--- src/rtl/seq_addsub_unit_if.sv ---
// Handshake and result bundle for the sequential adder/subtractor.
interface seq_addsub_unit_if #(
    parameter int WIDTH = 8
);
    logic             start;
    logic             mode;
    logic [WIDTH-1:0] a;
    logic [WIDTH-1:0] b;
    logic             busy;
    logic             done;
    logic [WIDTH-1:0] result;
    logic             cout;
    logic             v;
    logic             z;
    logic             n;

    modport master (
        output start, mode, a, b,
        input  busy, done, result, cout, v, z, n
    );

    modport slave (
        input  start, mode, a, b,
        output busy, done, result, cout, v, z, n
    );
endinterface

--- src/rtl/seq_addsub_unit.sv ---
// Multi-cycle add/sub, CHUNK bits per clock with a registered ripple carry.
// Define SEQ_ADDSUB_SATURATE_EN to clamp overflowing results to the signed limit.
module seq_addsub_unit #(
    parameter int WIDTH = 8,
    parameter int CHUNK = 2
) (
    input  logic               clk,
    input  logic               rst_n,
    seq_addsub_unit_if.slave   bus
);
    localparam int NCH = WIDTH / CHUNK;
    localparam int CW  = (NCH > 1) ? $clog2(NCH) : 1;

    localparam logic [1:0] S_IDLE = 2'd0;
    localparam logic [1:0] S_RUN  = 2'd1;
    localparam logic [1:0] S_DONE = 2'd2;

    logic [1:0]       state_q, state_d;
    logic [WIDTH-1:0] opa_q, opa_d;
    logic [WIDTH-1:0] opb_q, opb_d;
    logic [WIDTH-1:0] sum_q, sum_d;
    logic             carry_q, carry_d;
    logic [CW-1:0]    cnt_q, cnt_d;
    logic             done_q, done_d;
    logic [WIDTH-1:0] result_q, result_d;
    logic             cout_q, cout_d;
    logic             v_q, v_d;
    logic             z_q, z_d;
    logic             n_q, n_d;

    logic [CHUNK-1:0] ca, cb, cs;
    logic [CHUNK:0]   csum;
    logic             msb_cin;
    logic             last;
    logic             ovf;
    logic [WIDTH-1:0] raw;
    logic [WIDTH-1:0] fin;

    always_comb begin
        ca      = opa_q[int'(cnt_q)*CHUNK +: CHUNK];
        cb      = opb_q[int'(cnt_q)*CHUNK +: CHUNK];
        csum    = {1'b0, ca} + {1'b0, cb}
                + {{CHUNK{1'b0}}, carry_q};
        cs      = csum[CHUNK-1:0];
        // carry into the chunk's top bit recovered from its sum bit
        msb_cin = cs[CHUNK-1] ^ ca[CHUNK-1] ^ cb[CHUNK-1];
        last    = (cnt_q == CW'(NCH - 1));
        ovf     = msb_cin ^ csum[CHUNK];
        raw     = sum_q;
        raw[int'(cnt_q)*CHUNK +: CHUNK] = cs;
`ifdef SEQ_ADDSUB_SATURATE_EN
        if (ovf) begin
            fin = opa_q[WIDTH-1] ? {1'b1, {(WIDTH-1){1'b0}}}
                                 : {1'b0, {(WIDTH-1){1'b1}}};
        end else begin
            fin = raw;
        end
`else
        fin = raw;
`endif
    end

    always_comb begin
        state_d  = state_q;
        opa_d    = opa_q;
        opb_d    = opb_q;
        sum_d    = sum_q;
        carry_d  = carry_q;
        cnt_d    = cnt_q;
        done_d   = 1'b0;
        result_d = result_q;
        cout_d   = cout_q;
        v_d      = v_q;
        z_d      = z_q;
        n_d      = n_q;
        case (state_q)
            S_IDLE, S_DONE: begin
                if (bus.start) begin
                    state_d = S_RUN;
                    opa_d   = bus.a;
                    opb_d   = bus.b ^ {WIDTH{bus.mode}};
                    sum_d   = '0;
                    carry_d = bus.mode;
                    cnt_d   = '0;
                end else begin
                    state_d = S_IDLE;
                end
            end
            S_RUN: begin
                sum_d   = raw;
                carry_d = csum[CHUNK];
                cnt_d   = cnt_q + CW'(1);
                if (last) begin
                    state_d  = S_DONE;
                    done_d   = 1'b1;
                    result_d = fin;
                    cout_d   = csum[CHUNK];
                    v_d      = ovf;
                    z_d      = (fin == '0);
                    n_d      = fin[WIDTH-1];
                end
            end
            default: state_d = S_IDLE;
        endcase
    end

    always_ff @(posedge clk or negedge rst_n) begin
        if (!rst_n) begin
            state_q  <= S_IDLE;
            opa_q    <= '0;
            opb_q    <= '0;
            sum_q    <= '0;
            carry_q  <= 1'b0;
            cnt_q    <= '0;
            done_q   <= 1'b0;
            result_q <= '0;
            cout_q   <= 1'b0;
            v_q      <= 1'b0;
            z_q      <= 1'b0;
            n_q      <= 1'b0;
        end else begin
            state_q  <= state_d;
            opa_q    <= opa_d;
            opb_q    <= opb_d;
            sum_q    <= sum_d;
            carry_q  <= carry_d;
            cnt_q    <= cnt_d;
            done_q   <= done_d;
            result_q <= result_d;
            cout_q   <= cout_d;
            v_q      <= v_d;
            z_q      <= z_d;
            n_q      <= n_d;
        end
    end

    assign bus.busy   = (state_q == S_RUN);
    assign bus.done   = done_q;
    assign bus.result = result_q;
    assign bus.cout   = cout_q;
    assign bus.v      = v_q;
    assign bus.z      = z_q;
    assign bus.n      = n_q;
endmodule

--- src/flat_wrapper.sv ---
// flat-port wrapper written by rule: the top's interface ports become plain ports
module seq_addsub_unit_flat 
#(
    parameter int WIDTH = 8,
    parameter int CHUNK = 2
)
  (clk, rst_n, bus_start, bus_mode, bus_a, bus_b, bus_busy, bus_done, bus_result, bus_cout, bus_v, bus_z, bus_n);
  seq_addsub_unit_if #(.WIDTH(WIDTH)) bus_i ();
  input  logic clk;
  input  logic rst_n;
  input wire logic [$bits(bus_i.start)-1:0] bus_start;
  input wire logic [$bits(bus_i.mode)-1:0] bus_mode;
  input wire logic [$bits(bus_i.a)-1:0] bus_a;
  input wire logic [$bits(bus_i.b)-1:0] bus_b;
  output wire logic [$bits(bus_i.busy)-1:0] bus_busy;
  output wire logic [$bits(bus_i.done)-1:0] bus_done;
  output wire logic [$bits(bus_i.result)-1:0] bus_result;
  output wire logic [$bits(bus_i.cout)-1:0] bus_cout;
  output wire logic [$bits(bus_i.v)-1:0] bus_v;
  output wire logic [$bits(bus_i.z)-1:0] bus_z;
  output wire logic [$bits(bus_i.n)-1:0] bus_n;
  assign bus_i.start = bus_start;
  assign bus_i.mode = bus_mode;
  assign bus_i.a = bus_a;
  assign bus_i.b = bus_b;
  assign bus_busy = bus_i.busy;
  assign bus_done = bus_i.done;
  assign bus_result = bus_i.result;
  assign bus_cout = bus_i.cout;
  assign bus_v = bus_i.v;
  assign bus_z = bus_i.z;
  assign bus_n = bus_i.n;
  seq_addsub_unit #(.WIDTH(WIDTH), .CHUNK(CHUNK)) u_core (.clk(clk), .rst_n(rst_n), .bus(bus_i));
endmodule
--- config.mk ---
export PLATFORM = sky130hd
export DESIGN_NAME = seq_addsub_unit_flat
export DESIGN_NICKNAME = d
export VERILOG_FILES = /design/src/rtl/seq_addsub_unit_if.sv /design/src/rtl/seq_addsub_unit.sv /design/src/flat_wrapper.sv
export SDC_FILE = /design/constraint.sdc
export NUM_CORES = 1
export LEC_CHECK = 0
export ABC_AREA = 1
export CORE_UTILIZATION = 25
export DETAILED_ROUTE_END_ITERATION = 8
export PLACE_DENSITY_LB_ADDON = 0.08
export SLEW_MARGIN = 20
export SYNTH_ARGS = -nofsm -noshare
export SYNTH_HDL_FRONTEND = slang
export SYNTH_SLANG_ARGS = --single-unit
export TNS_END_PERCENT = 1
--- constraint.sdc ---
create_clock -name clk -period 2.91 [get_ports clk]
set_input_delay 0.582 -clock clk [delete_from_list [all_inputs] [get_ports clk]]
set_output_delay 0.582 -clock clk [all_outputs]
set_load 0.05 [all_outputs]
Word level (Yosys, flattened, before mapping)
Cells that the tools add are included.
Word-level totals
  word-level logic and storage cells: 48
  input bits: 20
  output and inout bits: 14
  register bits: 42
Operators by class
  equal/unequal tests: 5
  muxes and demuxes: 12
  bitwise gates (word level): 4
  shift operators: 4
  $add $sub $neg: 4
  reduce and logical (&&, ||, !) cells: 7
Operators with widths (count)
  3-bit negation with 33-bit output: 1
  2-bit by 33-bit variable shift with 8-bit output (first input constant): 1
  2-bit by 33-bit variable part select with 8-bit output: 1
  8-bit one-hot mux with 2 select lines: 1
  8-bit by 4-bit variable part select with 2-bit output: 2
  8-bit bitwise mux: 1
  8-bit logical NOT: 1
  8-bit 2-to-1 mux: 1
  2-bit one-hot mux with 2 select lines: 2
  8-bit XOR: 1
  2-bit AND reduction: 3
  2-bit equality test (second input constant): 2
  1-bit 2-to-1 mux: 4
  2-bit 2-to-1 mux: 2
  2-bit by 2-bit adder with 3-bit output: 1
  3-bit by 1-bit adder with 3-bit output: 1
  1-bit XOR: 3
  2-bit by 1-bit adder with 2-bit output (second input constant): 1
  2-bit by 1-bit equality test with 1-bit output (second input constant): 1
  2-bit logical NOT: 1
  2-bit by 1-bit inequality test with 1-bit output (second input constant): 1
  2-bit inequality test (second input constant): 1
  1-bit one-hot mux with 2 select lines: 1
  2-bit nonzero test: 1
  2-bit OR reduction: 1

Longest topological paths before layout
Gate-level depths: netlist of run 1.
  word-level depth: 6
  mapped depth: 15
  mapped depth without buffers: 14

Worst setup path after synthesis of run 1
OpenSTA, ideal clock, no wires.
  kind: register -> register
  start point: register u_core.cnt_q[0]
  end point: register u_core.v_q (netlist: u_core.bus.v)
  buffers on the path: 1
  slack: 0.488 ns
  arrival time: 2.305 ns
  required time: 2.792 ns
  period minus slack after synthesis: 2.422 ns
  setup time: 0.118 ns
  stages on the path, launching flop included: 14
  cells stage by stage: dfrtp_1 > inv_2 > buf_6 > o21ai_0 > o22ai_1 > fa_1 > inv_1 > fa_1 > xnor2_1 > nand3_1 > nand2_1 > nand2_1 > nand3_1 > nand2_1
On the way
  word-level cells in the longest chain between the ends: 6
  elaborated cells on any way between the ends: 9
  those cells by class: add/sub (2); eq/ne (1); shift (2); bitwise (3); reduce/logical (1)
RTL lines
  start, declared: RTL line seq_addsub_unit.sv:23  | logic [CW-1:0] cnt_q, cnt_d;
  start signal, assigned: RTL line seq_addsub_unit.sv:127  | cnt_q <= cnt_d;
  8-bit by 4-bit variable part select with 2-bit output, on equally long branches: RTL line seq_addsub_unit.sv:40, seq_addsub_unit.sv:41
  2-bit by 2-bit adder with 3-bit output: RTL line seq_addsub_unit.sv:42  | csum = {1'b0, ca} + {1'b0, cb}
  3-bit by 1-bit adder with 3-bit output: RTL line seq_addsub_unit.sv:43  | + {{CHUNK{1'b0}}, carry_q};
  1-bit XOR (2 in a row): RTL line seq_addsub_unit.sv:46  | msb_cin = cs[CHUNK-1] ^ ca[CHUNK-1] ^ cb[CHUNK-1];
  1-bit XOR: RTL line seq_addsub_unit.sv:48  | ovf = msb_cin ^ csum[CHUNK];
  end signal, assigned: RTL line seq_addsub_unit.sv:131  | v_q <= v_d;
  end, declared: RTL line seq_addsub_unit.sv:27  | logic v_q, v_d;
Several ways; a longest one is shown, not always the timed one.
A chain may end at the register's enable or synchronous reset.

Worst setup path after layout of run 1
Same ends and word-level chain as after synthesis.

==> metrics.md, run 1 <==
| Metric | Value |
|---|---|
| Ratio of cells with drive above 1 in the final layout | 0.178 |
| CP endpoint kind | flip-flop |
| Final setup viols | 0 |
| Drt pass-1 iters | 4 |
| Die X | 94.1 um |
| FF+latch count, synth | 41 |
| Final setup margin | 0.406 ns |
| Slew Viols, Final | 0 |
| Initial Utilization | 0.258 |
| Fin crit period | 2.50 ns |
| R2R Setup Slk | 0.41 ns |
| Final period util | 0.860 |
| Io pins | 34 |
| Post-synth top area share | 0.483 |
| Placement Setup Slack | 0.422 ns |
| Drt initial violations | 44 |
| Setup Total Neg Slack | 0 ns |
| Core Box Area | 8220 sq um |
| Detailed Route WL | 4.59 mm |
| Worst setup SP type | flip-flop |
| GPL Wtd Cong | 0.718 |
| Setup bufs post-CTS | 0 |
| Placed cells | 361 |
| GRT Overall Usage | 0.117 |
| Top cell by count, worst path | nand2_1 |
| Remaining antenna violation count | 0 |
| Synth area leader | dfrtp_1 |
| Final hold vios | 0 |
| Total number of vias | 1587 |
| Slew Limit Headroom | 0.614 |
| DR WL/cell | 12.4 um |
| Avg Cell Area, Syn | 9.27 sq um |
| Power Dens Cells | 1260 nW/um^2 |
| CTS Buffer Depth | 2 |
| Port bufs | 33 |
| CTS tree | yes |
| FMAX | 399 MHz |
| Max Cap Violations | 0 |
| Hold WS | 0.201 ns |
| N_diodes | 0 |
| Clock root cell | clkbuf_8 |
| First-pass GRT wire length | 7.94 mm |
| Yosys cell types | 25 |
| Slew of the pin with the lowest slew margin | 0.577 ns |
| Bufs and invs on worst path | 2 |
| Worst Path Required | 3.09 ns |
| Seq/Total Area, Yosys | 0.483 |
| H-tree depth | 2 |
| Status | completed |
| Half-perimeter wire length after placement | 3.32 mm |
| Largest net degree at the start of global routing | 42 |
| Residual DRC | 0 |
| Die ar. | 8860 sq um |
| RSZ-0062 raised after global routing | no |
| Multi-input gate area | 936 sq um |
| Worst path slowest cell | fa_1 |
| CTS resizes | 0 |
| HP Class | in2async |
| Cells along the critical path | buf_4, o21ai_0, o22ai_1, fa_1, inv_1, fa_1, xnor2_1, nand3_1, nand2_1, nand2_1, nand3_1, nand2_1 |
| Setup Skew | 0.00282 ns |
| Vias per cell | 4.30 |
| Synthesized area | 2120 sq um |
| WP data arrival | 2.69 ns |
| GR Overflow Total | 0 |
| CTS Buf Count | 5 |
| Mapped Cells | 229 |
| Site Rows | 33 |
| Leak | 1.20 nW |
| CTS Hold Bufs | 0 |
| FILL cells | 865 |
| CP max stage delay | 0.48 ns |
| Die outline height | 94.1 um |
| Clk Latency, worst-skew pair | 0.29 ns |
| Nets | 292 |
| Synth warnings | 0 |
| Vias in the first global route | 1648 |
| Area grow syn2layout | 24.5% |
| Register area | 1030 sq um |
| Worst vdd ir | 0.361 mV |
| Initial antenna violation count | 0 |
| Crit-path leading delay family | adder cells |
| Final cell count without fillers | 369 |
| Reg clk slew, reported paths | 0.08 ns |
| Total clock sinks | 41 |
| Top post-synthesis cells by area | dfrtp_1 48%, nand2_1 7.8%, o21ai_0 5.2%, mux2_2 4.2%, inv_1 3.7% |
| Worst-path maximum fanout | 14 |
| Synthesized net count | 257 |
| WS Path Type | reg2reg |
[worst paths after layout]
check                                           from                   end  cells past startpoint
worst max-delay path                 u_core.cnt_q[0]          u_core.bus.v                     12
worst min-delay path                           rst_n       u_core.sum_q[4]                      1
worst max register to register       u_core.cnt_q[0]          u_core.bus.v                     12
worst min register to register  u_core.bus.result[2]  u_core.bus.result[2]                      2
max in group asynchronous                      rst_n       u_core.opa_q[3]                      2
min in group clk                u_core.bus.result[2]  u_core.bus.result[2]                      2
[routing by layer]
metal / vias to the layer above / GRT usage / share of wire
met3: 7 / 0.0283 / 0.033
met2: 26 / 0.206 / 0.51
li1: 808 / - / -
met1: 746 / 0.139 / 0.44
met4: 0 / 0.0385 / 0.012
met5: - / 0 / 0
[cells in the mapped netlist, drive strengths merged]
library cell and number:
o21ai 25, o211ai 1, ha 6, xnor2 9
o22ai 11, inv 25, mux2 8, nor2 24
or2 2, buf 9, nand2 53, fa 2
nand3 13, dfrtp 41
[stage by stage]
step	util	area [sq um]	total power, mW
5_1_grt	0.321	2640	3.67
3_5_place_dp	0.309	2530	3.02
4_1_cts	0.319	2620	3.42
2_1_floorplan	-	2120	2.51
6_report	0.321	2640	3.34
3_3_place_gp	0.309	2530	3.02
[flip-flops by register name, summed over array words and instances (netlist names)]
signal / cells
u_core.bus.result: 8
u_core.opa_q: 8
u_core.opb_q: 8
u_core.sum_q: 8
u_core.cnt_q: 2
u_core.state_q: 2
u_core.bus.cout: 1
u_core.bus.done: 1
u_core.bus.v: 1
u_core.bus.z: 1
u_core.carry_q: 1
[area by class of cell]
type,count,area share
Clock buffer,7,0.0327
Inverter,25,0.0355
Multi-Input combinational cell,154,0.354
Sequential cell,41,0.388
Tap cell,105,0.0497
Timing Repair Buffer,37,0.139
[where the power goes]
part | leakage, nW | switching [mW] | internal (mW) | total (mW)
clock network | 0.0443 | 0.189 | 0.188 | 0.377
registers | 0.525 | 0.131 | 0.821 | 0.952
logic | 0.632 | 1.26 | 0.745 | 2.01
[cell families after synthesis]
logic type               count (synthesis)  share of synthesized area
multiplexers                             8                     0.0425
flip-flops                              41                      0.483
AND/OR/NAND/NOR                         92                      0.206
adder cells (fa/ha/maj)                  8                     0.0542
AO/OA/AOI/OAI                           37                      0.101
buffers and inverters                   34                     0.0755
XOR/XNOR                                 9                     0.0371
[cell usage in the layout (no fill, tap or decap), types with 2 or more instances in the layout]
cell	instances
fa_1	2
inv_1	21
o21ai_0	22
nand2_1	44
clkbuf_8	6
inv_2	4
clkdlybuf4s50_1	32
xnor2_1	9
nand2_2	8
nand3_2	5
buf_4	3
o21ai_2	2
nand3_1	8
nor2_1	19
ha_1	6
nor2_2	4
or2_2	2
dfrtp_1	41
mux2_2	8
o22ai_1	10
Power figures use the tool's default switching activity.
==> run 2: changes to the inputs <==
--- a/config.mk
+++ b/config.mk
@@ -8,6 +8,7 @@
 export ABC_AREA = 1
 export CORE_UTILIZATION = 25
 export DETAILED_ROUTE_END_ITERATION = 8
+export DONT_BUFFER_PORTS = 1
 export PLACE_DENSITY_LB_ADDON = 0.08
 export SLEW_MARGIN = 20
 export SYNTH_ARGS = -nofsm -noshare
==> run 2 against run 1 <==
Against the previous run:
- first-iteration DRC count shrank 6.8%
- cell area shrank 11%
- core utilization shrank 3.7 points
- sequential share of layout area grew 5.1 points
- worst hold slack lost 0.085 ns
- die area is the same
==> metrics.md, run 2 (synthesis results as in run 1) <==
| Metric | Value |
|---|---|
| Clk Latency, worst-skew pair | 0.30 ns |
| Met1 usage | 0.147 |
| Fin crit period | 2.60 ns |
| CTS Buffer Depth | 2 |
| Initial antenna violation count | 0 |
| Clock root cell | clkbuf_8 |
| CP endpoint kind | flip-flop |
| WP data arrival | 2.80 ns |
| Vias per cell | 4.29 |
| Max Cap Violations | 0 |
| Grt peak-use layer | met2 |
| Area grow syn2layout | 10.3% |
| Nets | 259 |
| Remaining antenna violation count | 0 |
| R2R Setup Slk | 0.31 ns |
| Detailed Route WL | 4.86 mm |
| Most frequent cells in the layout | 44 x nand2_1, 40 x dfrtp_1, 22 x o21ai_0 |
| WS Path Type | reg2reg |
| Final hold vios | 0 |
| Initial Utilization | 0.258 |
| R2r endpoint | u_core.bus.v |
| Die X | 94.1 um |
| HP Class | in2async |
| Worst Path Required | 3.10 ns |
| Slew of the pin with the lowest slew margin | 0.893 ns |
| RSZ-0062 raised after global routing | no |
| GRT Overall Usage | 0.123 |
| RR Startpoint | u_core.cnt_q[0] |
| Worst-path maximum fanout | 16 |
| Final setup viols | 0 |
| Total number of vias | 1445 |
| Die ar. | 8860 sq um |
| Final period util | 0.895 |
| Slew Limit Headroom | 0.405 |
| Reg clk slew, reported paths | 0.09 ns |
| CTS tree | yes |
| CTS Buf Count | 5 |
| M3 GR Usage | 0.0299 |
| Port bufs | 0 |
| H-tree depth | 2 |
| Slew Viols, Final | 0 |
| Worst Setup SP | u_core.cnt_q[0] |
| Core Box Area | 8220 sq um |
| N_diodes | 0 |
| CP endpoint | u_core.bus.v |
| Status | completed |
| Final Core Density | 0.285 |
| Setup bufs post-CTS | 0 |
| Io pins | 34 |
| FMAX | 384 MHz |
| Die outline height | 94.1 um |
| Most common cell after layout, fill and taps aside | nand2_1 |
| First-pass GRT wire length | 8.11 mm |
| Site Rows | 33 |
| Residual DRC | 0 |
| DR WL/cell | 14.4 um |
| Ratio of cells with drive above 1 in the final layout | 0.211 |
| Vias in the first global route | 1573 |
| Worst setup SP type | flip-flop |
| Drt initial violations | 41 |
| GPL Wtd Cong | 0.709 |
| Setup Total Neg Slack | 0 ns |
| Reg2Reg Depth | 12 |
| Drt pass-1 iters | 4 |
| Total clock sinks | 41 |
| Half-perimeter wire length after placement | 3.42 mm |
| GR Util met2 | 0.218 |
| GR Overflow Total | 0 |
| Largest net degree at the start of global routing | 42 |
| Setup Skew | 0.00481 ns |
[run 2: cell types whose count changed in the layout (fill, tap and decap cells not counted), sizes merged]
cell | before | now
buf | 5 | 4
clkdlybuf4s50 | 32 | 0
clkinv | 0 | 1
[run 2: worst max-delay path, stage by stage (launching register included)]
cell and delay (ns):
dfrtp_2 0.44, inv_2 0.16, o21ai_0 0.21, o22ai_1 0.12, fa_1 0.39, inv_1 0.07
fa_1 0.48, xnor2_1 0.25, nand3_1 0.13, nand2_1 0.08, nand2_1 0.06, nand3_1 0.06
nand2_1 0.05
[run 2: area by class of cell]
cell class / instances / area [sq um]
clock buffer: 7 / 96.3
clock inverter: 1 / 5.00
fill: 896 / 5880
inverter: 25 / 93.8
multi-input combinational: 154 / 936
sequential: 41 / 1030
tap: 105 / 131
timing repair buffer: 4 / 50.0
[run 2: layer usage]
| metal | routed length, um | vias up |
|---|---|---|
| met5 | 0 | - |
| met4 | 39 | 0 |
| met3 | 160 | 4 |
| met2 | 2490 | 24 |
| met1 | 2170 | 676 |
| li1 | - | 741 |
[run 2: repair_timing]
action | 4_1_cts | 5_1_grt
hold buffers | 1 | 0
endpoints found under the setup margin | 0 | 1
hold endpoints to repair | 41 | 0
gates resized for setup | 0 | 1
[run 2: worst min path at each step]
stage | slack [ns] | endpoint
final | 0.12 | u_core.bus.result[6]
after CTS | 0.12 | u_core.bus.result[6]
after global placement | 0.29 | u_core.bus.result[6]
after floorplan | 0.29 | u_core.bus.cout
after global routing | 0.12 | u_core.bus.result[6]
after detailed placement | 0.29 | u_core.bus.result[6]
[run 2: metrics by stage]
step	area, sq um	worst slack, ns	hold slack (ns)	std cells
floorplan	2120	0.488	0.286	229
CTS	2340	0.220	0.121	337
finish	2340	0.306	0.117	337
global placement	2210	0.261	0.289	328
detailed placement	2210	0.250	0.289	328
global route	2340	0.0509	0.123	337
Power of run 2 is not shown: default switching activity piles up to over one toggle a cycle in this logic, so the estimate is an artifact.
==> run 3: changes to the inputs <==
--- a/config.mk
+++ b/config.mk
@@ -7,6 +7,7 @@
 export LEC_CHECK = 0
 export ABC_AREA = 1
 export CORE_UTILIZATION = 25
+export CTS_BUF_LIST = sky130_fd_sc_hd__clkbuf_4 sky130_fd_sc_hd__clkbuf_8 sky130_fd_sc_hd__clkbuf_16
 export DETAILED_ROUTE_END_ITERATION = 8
 export DONT_BUFFER_PORTS = 1
 export PLACE_DENSITY_LB_ADDON = 0.08
==> results of run 3 <==
Same layout as run 2: the final DEF is identical, and so are final timing and power.
Power of run 3 is left out for the same reason.
